File: config.mk
export PLATFORM = sky130hd
export DESIGN_NAME = dnn_argmax_classify
export DESIGN_NICKNAME = d
export VERILOG_FILES = /design/src/rtl/dnn_pkg.sv /design/src/rtl/dnn_top2_update.sv /design/src/rtl/dnn_argmax_classify.sv
export SDC_FILE = /design/constraint.sdc
export NUM_CORES = 1
export LEC_CHECK = 0
export ABC_AREA = 1
export CORE_MARGIN = 3
export CORE_UTILIZATION = 48
export DETAILED_ROUTE_END_ITERATION = 10
export GPL_ROUTABILITY_DRIVEN = 0
export PLACE_DENSITY = 0.86
export SLEW_MARGIN = 20
export SYNTH_ARGS = -nofsm -noshare
export SYNTH_HDL_FRONTEND = slang
export SYNTH_HIERARCHICAL = 1
export SYNTH_SLANG_ARGS = --single-unit
File: constraint.sdc
create_clock -name clk -period 2.2 [get_ports clk]
set_input_delay 0.44 -clock clk [delete_from_list [all_inputs] [get_ports clk]]
set_output_delay 0.44 -clock clk [all_outputs]
set_load 0.01 [all_outputs]
File: src/rtl/dnn_pkg.sv
// Shared types and constants for the MNIST argmax classifier stage.
// Build option DNN_ARGMAX_MARGIN_EN (see dnn_argmax_classify) enables second-best tracking.
package dnn_pkg;

  localparam int unsigned N_CLASSES_DEF  = 10;
  localparam int unsigned DATA_WIDTH_DEF = 3;
  localparam int unsigned DIGIT_W        = 4;

  typedef logic signed [DATA_WIDTH_DEF-1:0] score_t;

  typedef enum logic [1:0] {
    IDLE,
    SCAN,
    HOLD
  } argmax_state_t;

endpackage

File: src/rtl/dnn_top2_update.sv
// Combinational top-two update: folds one candidate score into (best, best_idx, second).
// Strict compares, so ties keep the earlier (lower) index.
module dnn_top2_update
  import dnn_pkg::*;
#(
  parameter int unsigned DATA_WIDTH = 3
) (
  input  logic signed [DATA_WIDTH-1:0] best_i,
  input  logic        [DIGIT_W-1:0]    best_idx_i,
  input  logic signed [DATA_WIDTH-1:0] second_i,
  input  logic signed [DATA_WIDTH-1:0] cand_i,
  input  logic        [DIGIT_W-1:0]    cand_idx_i,
  output logic signed [DATA_WIDTH-1:0] best_o,
  output logic        [DIGIT_W-1:0]    best_idx_o,
  output logic signed [DATA_WIDTH-1:0] second_o
);

  always_comb begin
    best_o     = best_i;
    best_idx_o = best_idx_i;
    second_o   = second_i;
    if (cand_i > best_i) begin
      second_o   = best_i;
      best_o     = cand_i;
      best_idx_o = cand_idx_i;
    end else if (cand_i > second_i) begin
      second_o = cand_i;
    end
  end

endmodule

File: src/rtl/dnn_argmax_classify.sv
// Argmax classifier: captures N_CLASSES scores, scans one per cycle, holds the winner.
// Define DNN_ARGMAX_MARGIN_EN to build second-best tracking and drive margin/low_conf.
module dnn_argmax_classify
  import dnn_pkg::*;
#(
  parameter int unsigned DATA_WIDTH = 3,
  parameter int unsigned N_CLASSES  = N_CLASSES_DEF,
  parameter int unsigned MARGIN_THR = 1
) (
  input  logic                                clk,
  input  logic                                rst,
  input  logic                                in_valid,
  input  logic [N_CLASSES-1:0][DATA_WIDTH-1:0] scores,
  output logic                                in_ready,
  output logic                                out_valid,
  input  logic                                out_ready,
  output logic [DIGIT_W-1:0]                  digit,
  output logic signed [DATA_WIDTH-1:0]        max_score,
  output logic [DATA_WIDTH:0]                 margin,
  output logic                                low_conf
);

  localparam logic signed [DATA_WIDTH-1:0] MinScore = {1'b1, {(DATA_WIDTH-1){1'b0}}};
  localparam logic [DIGIT_W-1:0]           LastIdx  = DIGIT_W'(N_CLASSES - 1);

  argmax_state_t                        state_q, state_d;
  logic                                 init_q;
  logic [N_CLASSES-1:0][DATA_WIDTH-1:0] score_q, score_d;
  logic signed [DATA_WIDTH-1:0]         best_q, best_d;
  logic [DIGIT_W-1:0]                   best_idx_q, best_idx_d;
  logic [DIGIT_W-1:0]                   idx_q, idx_d;
  logic [DIGIT_W-1:0]                   digit_q, digit_d;
  logic signed [DATA_WIDTH-1:0]         max_q, max_d;

  logic signed [DATA_WIDTH-1:0] cand;
  logic signed [DATA_WIDTH-1:0] upd_best;
  logic [DIGIT_W-1:0]           upd_idx;

  assign cand = score_q[idx_q];

`ifdef DNN_ARGMAX_MARGIN_EN
  logic signed [DATA_WIDTH-1:0] second_q, second_d;
  logic signed [DATA_WIDTH-1:0] upd_second;
  logic [DATA_WIDTH:0]          margin_q, margin_d;
  logic                         low_conf_q, low_conf_d;
  logic [DATA_WIDTH:0]          diff;

  // Sign-extend both operands one bit so the difference never wraps.
  assign diff = {upd_best[DATA_WIDTH-1], upd_best} - {upd_second[DATA_WIDTH-1], upd_second};

  dnn_top2_update #(
    .DATA_WIDTH (DATA_WIDTH)
  ) u_top2 (
    .best_i     (best_q),
    .best_idx_i (best_idx_q),
    .second_i   (second_q),
    .cand_i     (cand),
    .cand_idx_i (idx_q),
    .best_o     (upd_best),
    .best_idx_o (upd_idx),
    .second_o   (upd_second)
  );
`else
  logic signed [DATA_WIDTH-1:0] unused_second;

  dnn_top2_update #(
    .DATA_WIDTH (DATA_WIDTH)
  ) u_top2 (
    .best_i     (best_q),
    .best_idx_i (best_idx_q),
    .second_i   (MinScore),
    .cand_i     (cand),
    .cand_idx_i (idx_q),
    .best_o     (upd_best),
    .best_idx_o (upd_idx),
    .second_o   (unused_second)
  );
`endif

  always_comb begin
    state_d    = state_q;
    score_d    = score_q;
    best_d     = best_q;
    best_idx_d = best_idx_q;
    idx_d      = idx_q;
    digit_d    = digit_q;
    max_d      = max_q;
`ifdef DNN_ARGMAX_MARGIN_EN
    second_d   = second_q;
    margin_d   = margin_q;
    low_conf_d = low_conf_q;
`endif
    unique case (state_q)
      IDLE: begin
        if (in_valid && in_ready) begin
          score_d    = scores;
          best_d     = scores[0];
          best_idx_d = '0;
          idx_d      = DIGIT_W'(1);
`ifdef DNN_ARGMAX_MARGIN_EN
          second_d   = MinScore;
`endif
          state_d    = SCAN;
        end
      end
      SCAN: begin
        best_d     = upd_best;
        best_idx_d = upd_idx;
        idx_d      = idx_q + DIGIT_W'(1);
`ifdef DNN_ARGMAX_MARGIN_EN
        second_d   = upd_second;
`endif
        if (idx_q == LastIdx) begin
          digit_d = upd_idx;
          max_d   = upd_best;
`ifdef DNN_ARGMAX_MARGIN_EN
          margin_d   = diff;
          low_conf_d = 32'(diff) < MARGIN_THR;
`endif
          state_d = HOLD;
        end
      end
      HOLD: begin
        if (out_ready) state_d = IDLE;
      end
      default: state_d = IDLE;
    endcase
  end

  always_ff @(posedge clk or negedge rst) begin
    if (!rst) begin
      state_q    <= IDLE;
      init_q     <= 1'b0;
      score_q    <= '0;
      best_q     <= '0;
      best_idx_q <= '0;
      idx_q      <= '0;
      digit_q    <= '0;
      max_q      <= '0;
`ifdef DNN_ARGMAX_MARGIN_EN
      second_q   <= '0;
      margin_q   <= '0;
      low_conf_q <= 1'b0;
`endif
    end else begin
      state_q    <= state_d;
      init_q     <= 1'b1;
      score_q    <= score_d;
      best_q     <= best_d;
      best_idx_q <= best_idx_d;
      idx_q      <= idx_d;
      digit_q    <= digit_d;
      max_q      <= max_d;
`ifdef DNN_ARGMAX_MARGIN_EN
      second_q   <= second_d;
      margin_q   <= margin_d;
      low_conf_q <= low_conf_d;
`endif
    end
  end

  // init_q keeps in_ready low while reset is held, even though the state is IDLE.
  assign in_ready  = init_q && (state_q == IDLE);
  assign out_valid = (state_q == HOLD);
  assign digit     = digit_q;
  assign max_score = max_q;
`ifdef DNN_ARGMAX_MARGIN_EN
  assign margin    = margin_q;
  assign low_conf  = low_conf_q;
`else
  assign margin    = '0;
  assign low_conf  = 1'b0;
`endif

endmodule

==> metrics.md, run 1 <==
| Metric | Value |
|---|---|
| FP Rows | `26` |
| DP HPWL | `4.06 mm` |
| Worst Path Required | `2.43 ns` |
| Setup_tns | `-0.511 ns` |
| Cell Area, Synth | `~2600 sq um` |
| Overall Global Routing Usage | `18.8%` |
| Die Y | `79.9 um` |
| Syn-to-layout area delta | `30.2%` |
| Worst Setup Slack, final | `-0.0804 ns` |
| Hold-fix buffers, CTS | `0` |
| Initial DRC Count | `305` |
| TritonCTS buffer count | `5` |
| Maxcap violations | `0` |
| Setup crit start kind | `flop` |
| Clock Latency Late Sink | `around 0.30 ns` |
| Global-route wire length before repair | `9.36 mm` |
| Vias post-DR | `2359` |
| Nets | `just over 400` |
| CP Class | `flop to flop` |
| Vias in the first global route | `2125` |
| Core Area | `about 5200 sq um` |
| Num ports | `48` |
| Final core utilization | `between 60% and 70%` |
| Failing checks | `setup timing` |
| Commonest non-fill, non-tap cell in the layout | `nand2_1` |
| Peak supply drop | `0.716 mV` |
| Antenna violations before repair | `0` |
| Syn. warnings | `6` |
| Final worst path period need | `2.28 ns` |
| RSZ-0062 raised after global routing | `yes` |
| Wire per inst | `14.7 um` |
| DR pass1 iterations | `5` |
| Setup slack, reg-to-reg | `-0.08 ns` |
| Setup violators final | `13` |
| Hold crit path type | `input port to async pin` |
| Vias per inst | `5.29` |
| CP Max Fanout | `6` |
| Die W | `79.9 um` |
| Syn avg cell area | `around 8 sq um` |
| Port buffer count | `42` |
| Fmax achieved | `439 MHz` |
| Post-DRT Antenna Nets | `0` |
| Fraction of layout cells with a size suffix above 1 | `between 20 and 25%` |
| Arrival @ worst endpoint | `2.51 ns` |
| Final instance area | `3410 sq um` |
| Outcome | `finished with violations` |
| Clock slew at the register clock pins of the worst setup and hold paths | `0.09 ns` |
| Post-Place Cell Area | `3080 sq um` |
| CTS tree | `done` |
| Cells after Synth | `324` |
| GRT Residual Overflow | `0` |
| Nature of the critical path endpoint | `flop` |
| Largest net degree at the start of global routing | `32` |
| Pwr Total | `6.05 mW` |
| Period Utilization, post-route | `104%` |
| Placed Cells | `432` |
| Commonest cells after routing, fill and taps aside | `118 x nand2_1, 50 x dfrtp_1, 41 x clkdlybuf4s50_1` |
| Final hold vios | `0` |
| H-tree depth | `2` |
| Final slew viol count | `0` |
| Clock skew | `about 0.0084 ns` |
| Clock Path Buffers | `2` |
| P_leak | `between 1.5 and 2 nW` |
| Finished Layout Cells | `roughly 450` |
| Initial Util | `50.4%` |
| PwrDens | `between 1500 and 2000 nW/um^2` |
| Root buffer cell | `clkbuf_8` |
| Die ar. | `6380 sq um` |
| DRC | `0` |
| Clk sinks | `51` |
| Detailed Route WL | `6.54 mm` |
| N_diodes | `0` |
[timing repair]
| action | in CTS | in global routing |
|---|---|---|
| resized for setup | 11 | 45 |
| pin swaps | 2 | 25 |
| setup endpoints to repair | 14 | 14 |
| setup buffers | 0 | 5 |
| cloned | 1 | 1 |
| endpoints found under the hold margin | 0 | 0 |
[worst max-delay path, stage by stage (launching register included)]
cell      delay, ns
dfrtp_2        0.47
buf_6          0.15
nand2_1        0.09
nand3_1        0.12
nand3_1        0.10
nand3_1        0.08
nand2_1        0.10
inv_2          0.06
ha_4           0.22
a21boi_4       0.26
a21oi_4        0.13
inv_2          0.10
nand2_2        0.05
nand2_2        0.07
nand2_2        0.06
o21ai_2        0.14
[state kept, by name, indices dropped and copies added (netlist names)]
name        count
idx_q           4
max_score       3
init_q          1
state_q         2
digit           4
best_q          3
best_idx_q      4
score_q        30
[per-stage QoR]
stage / setup WS (ns) / hold WS (ns)
after floorplan: 0.0948 / 0.144
after global placement: -0.0304 / 0.422
after detailed placement: -0.125 / 0.424
after CTS: 0.0103 / 0.0978
after global routing: -0.146 / 0.115
final: -0.0804 / 0.0827
[power breakdown]
group | leakage [nW] | switching [mW] | internal [mW]
Sequential | 0.637 | 0.278 | 1.38
Clock | 0.0513 | 0.296 | 0.334
Combinational | 0.957 | 2.24 | 1.52
Total | 1.65 | 2.81 | 3.23
[cell type report]
cell class | instances | area [sq um]
well taps | 70 | 87.6
inverters | 41 | 165
clock inverters | 1 | 30.0
clock buffers | 6 | 72.6
multi-input cells | 219 | 1210
flip-flops and latches | 51 | 1280
repair buffers | 58 | 572
fillers | 417 | 1790
[final timing paths]
check	from	to	cells past startpoint
max in group asynchronous	rst	idx_q[0]	2
min in group clk	score_q[24]	score_q[24]	2
min	rst	score_q[5]	1
min reg2reg	score_q[24]	score_q[24]	2
max	idx_q[0]	digit[3]	15
max reg2reg	idx_q[0]	digit[3]	15
[layer usage]
layer	wire, um	vias to the layer above	track usage, %
met5	0	-	0
met4	241	0	5.91
li1	-	1105	-
met2	3400	129	32.9
met3	492	26	4.06
met1	2410	1099	23.0
Power figures use the tool's default switching activity.
==> run 2: changes to the inputs <==
Settings changed: ABC_CLOCK_PERIOD_IN_PS set to 2200.
==> results of run 2 <==
Same layout as run 1: the final DEF is identical, and so are final timing and power.
==> run 3: changes to the inputs <==
Settings changed: RECOVER_POWER set to 50.
==> run 3 against run 2 <==
Against the previous run:
- the run still ends with setup timing left
- register-to-register slack hardly changed
- combinational power hardly changed
- critical path depth stayed put
- die area stayed put
==> metrics.md, run 3 (synthesis gave the netlist of run 1 again) <==
| Metric | Value |
|---|---|
| Port buffer count | `42 (unchanged)` |
| Vias per inst | `5.22 (was 5.29)` |
| Worst Path Required | `2.43 ns (about the same)` |
| Maxcap violations | `0 (unchanged)` |
| Peak supply drop | `0.721 mV (was 0.716 mV)` |
| Num ports | `48 (unchanged)` |
| CTS tree | `done (unchanged)` |
| Hold slack | `0.305 ns (was 0.0827 ns)` |
| Root buffer cell | `clkbuf_8 (unchanged)` |
| Die ar. | `6380 sq um (unchanged)` |
| FP Rows | `26 (unchanged)` |
| GRT Residual Overflow | `0 (unchanged)` |
| Nets | `415 (unchanged)` |
| PwrDens | `1780 nW/um^2 (was 1770 nW/um^2)` |
| Final slew viol count | `0 (unchanged)` |
| CP Buf/Inv Count | `3 (unchanged)` |
| Clock slew at the register clock pins of the worst setup and hold paths | `0.09 ns (about the same)` |
| Relative slew slack | `~29%` |
| CP max stage cell | `dfrtp_2 (unchanged)` |
| Setup_tns | `-0.498 ns (was -0.511 ns)` |
| Vias post-DR | `2330 (was 2359)` |
| Nature of the critical path endpoint | `flop (unchanged)` |
| H-tree depth | `2 (unchanged)` |
| CP Class | `flop to flop (unchanged)` |
| Initial DRC Count | `318 (was 305)` |
| CP Max Fanout | `6 (unchanged)` |
| Overall Global Routing Usage | `18.8% (unchanged)` |
| Clock Latency Late Sink | `0.30 ns (about the same)` |
| Syn-to-layout area delta | `29.5% (was 30.2%)` |
| Antenna violations before repair | `0 (unchanged)` |
| Met1 Use GR | `23.0% (unchanged)` |
| Setup crit start kind | `flop (unchanged)` |
| Die Y | `79.9 um (unchanged)` |
| Setup violators final | `13 (unchanged)` |
| Final hold vios | `0 (unchanged)` |
| Hold-fix buffers, CTS | `0 (unchanged)` |
| Period Utilization, post-route | `103% (was 104%)` |
| Largest stage delay, worst path | `0.46 ns (was 0.47 ns)` |
| Met2 Track Usage GR | `32.9% (unchanged)` |
| M3 GR Usage | `4.06% (unchanged)` |
| Detailed Route WL | `6.54 mm (about the same)` |
| Die W | `79.9 um (unchanged)` |
| Largest Register | `score_q (unchanged)` |
| Initial Util | `50.4% (unchanged)` |
| Commonest cells after routing, fill and taps aside | `118 x nand2_1, 50 x dfrtp_1, 41 x clkdlybuf4s50_1 (unchanged)` |
| Wire per inst | `14.7 um (about the same)` |
| Fmax achieved | `439 MHz (about the same)` |
| Largest net degree at the start of global routing | `32 (unchanged)` |
| Clock Path Buffers | `2 (unchanged)` |
| Vias in the first global route | `2125 (unchanged)` |
| DRC | `0 (unchanged)` |
| Core Area | `5200 sq um (unchanged)` |
| Arrival @ worst endpoint | `2.50 ns (was 2.51 ns)` |
| Slew @ Worst Pin | `~1.1 ns` |
| DR pass1 iterations | `5 (unchanged)` |
| Commonest non-fill, non-tap cell in the layout | `nand2_1 (unchanged)` |
| Post-Place Cell Area | `3080 sq um (unchanged)` |
| CP cell instances | `buf_6 > nand2_1 > nand3_1 > nand3_1 > nand3_1 > nand2_1 > inv_2 > ha_4 > a21boi_4 > a21oi_4 > inv_2 > nand2_2 > nand2_2 > nand2_2 > o21ai_2 (unchanged)` |
| Post-DRT Antenna Nets | `0 (unchanged)` |
| Final worst path period need | `2.28 ns (about the same)` |
| Worst Setup Slack, final | `-0.0770 ns (was -0.0804 ns)` |
| Final instance area | `3400 sq um (was 3410 sq um)` |
| Fill cells | `419 (was 417)` |
| Most used routing layer | `met2 (unchanged)` |
| Fraction of layout cells with a size suffix above 1 | `19.9% (was 20.2%)` |
| Hold crit path type | `input port to async pin (unchanged)` |
| RSZ-0062 raised after global routing | `yes (unchanged)` |
| Clock skew | `0.00552 ns (was 0.00841 ns)` |
| CP top delay family | `simple AND/OR/NAND/NOR gates (unchanged)` |
| Global-route wire length before repair | `9.36 mm (unchanged)` |
| P_leak | `1.64 nW (was 1.65 nW)` |
| Clk sinks | `51 (unchanged)` |
| DP HPWL | `4.06 mm (unchanged)` |
| Outcome | `finished with violations (unchanged)` |
| TritonCTS buffer count | `5 (unchanged)` |
| Failing checks | `setup timing (unchanged)` |
| N_diodes | `0 (unchanged)` |
| Max reg flops | `30 (unchanged)` |
[run 3: cell count changes in the layout (fill, tap and decap cells not counted), sizes merged]
cell    change
buf         -2
clkbuf      +2
[run 3: final timing paths]
path                              from  slack [ns]  cells past startpoint           to
max                           idx_q[0]       -0.08                     15     digit[3]
min                                rst        0.30                      1   score_q[5]
max reg2reg                   idx_q[0]       -0.08                     15     digit[3]
min reg2reg                score_q[24]        0.49                      2  score_q[24]
max in group asynchronous          rst        0.52                      2     idx_q[0]
min in group clk           score_q[24]        0.49                      2  score_q[24]
[run 3: area by class of cell]
cell class	count	area, sq um	area share, %
sequential	51	1280	37.6
multi-input combinational	219	1210	35.6
timing repair buffer	58	556	16.4
inverter	41	165	4.86
tap	70	87.6	2.58
clock buffer	6	72.6	2.14
clock inverter	1	30.0	0.884
[run 3: layer usage]
metal / vias up / wire, um
met1: 1086 / 2500
met5: - / 0
met2: 112 / 3360
li1: 1104 / -
met3: 28 / 439
met4: 0 / 235
[run 3: worst reg2reg max path: stages, from the launching register on]
cell	delay, ns
dfrtp_2	0.46
buf_6	0.16
nand2_1	0.09
nand3_1	0.12
nand3_1	0.10
nand3_1	0.08
nand2_1	0.10
inv_2	0.06
ha_4	0.23
a21boi_4	0.25
a21oi_4	0.12
inv_2	0.10
nand2_2	0.05
nand2_2	0.07
nand2_2	0.06
o21ai_2	0.14
[run 3: what timing repair did]
action	in CTS	in global routing
cloned	1	1
setup endpoints to repair	14	14
resized for setup	11	45
pin swaps	2	25
buffers inserted	0	5
[run 3: stage by stage]
step,total power [mW],setup WS (ns),instances,utilization (%)
final,6.04,-0.0770,446,65.2
after CTS,5.03,0.0103,440,61.5
after global placement,4.09,-0.0304,432,59.2
after floorplan,3.64,0.0948,328,-
after global routing,6.42,-0.146,446,65.2
after detailed placement,4.21,-0.125,432,59.2
[run 3: power by group]
group / switching [mW] / total [mW] / internal, mW
logic: 2.24 / 3.76 / 1.52
registers: 0.275 / 1.66 / 1.38
clock network: 0.288 / 0.621 / 0.334
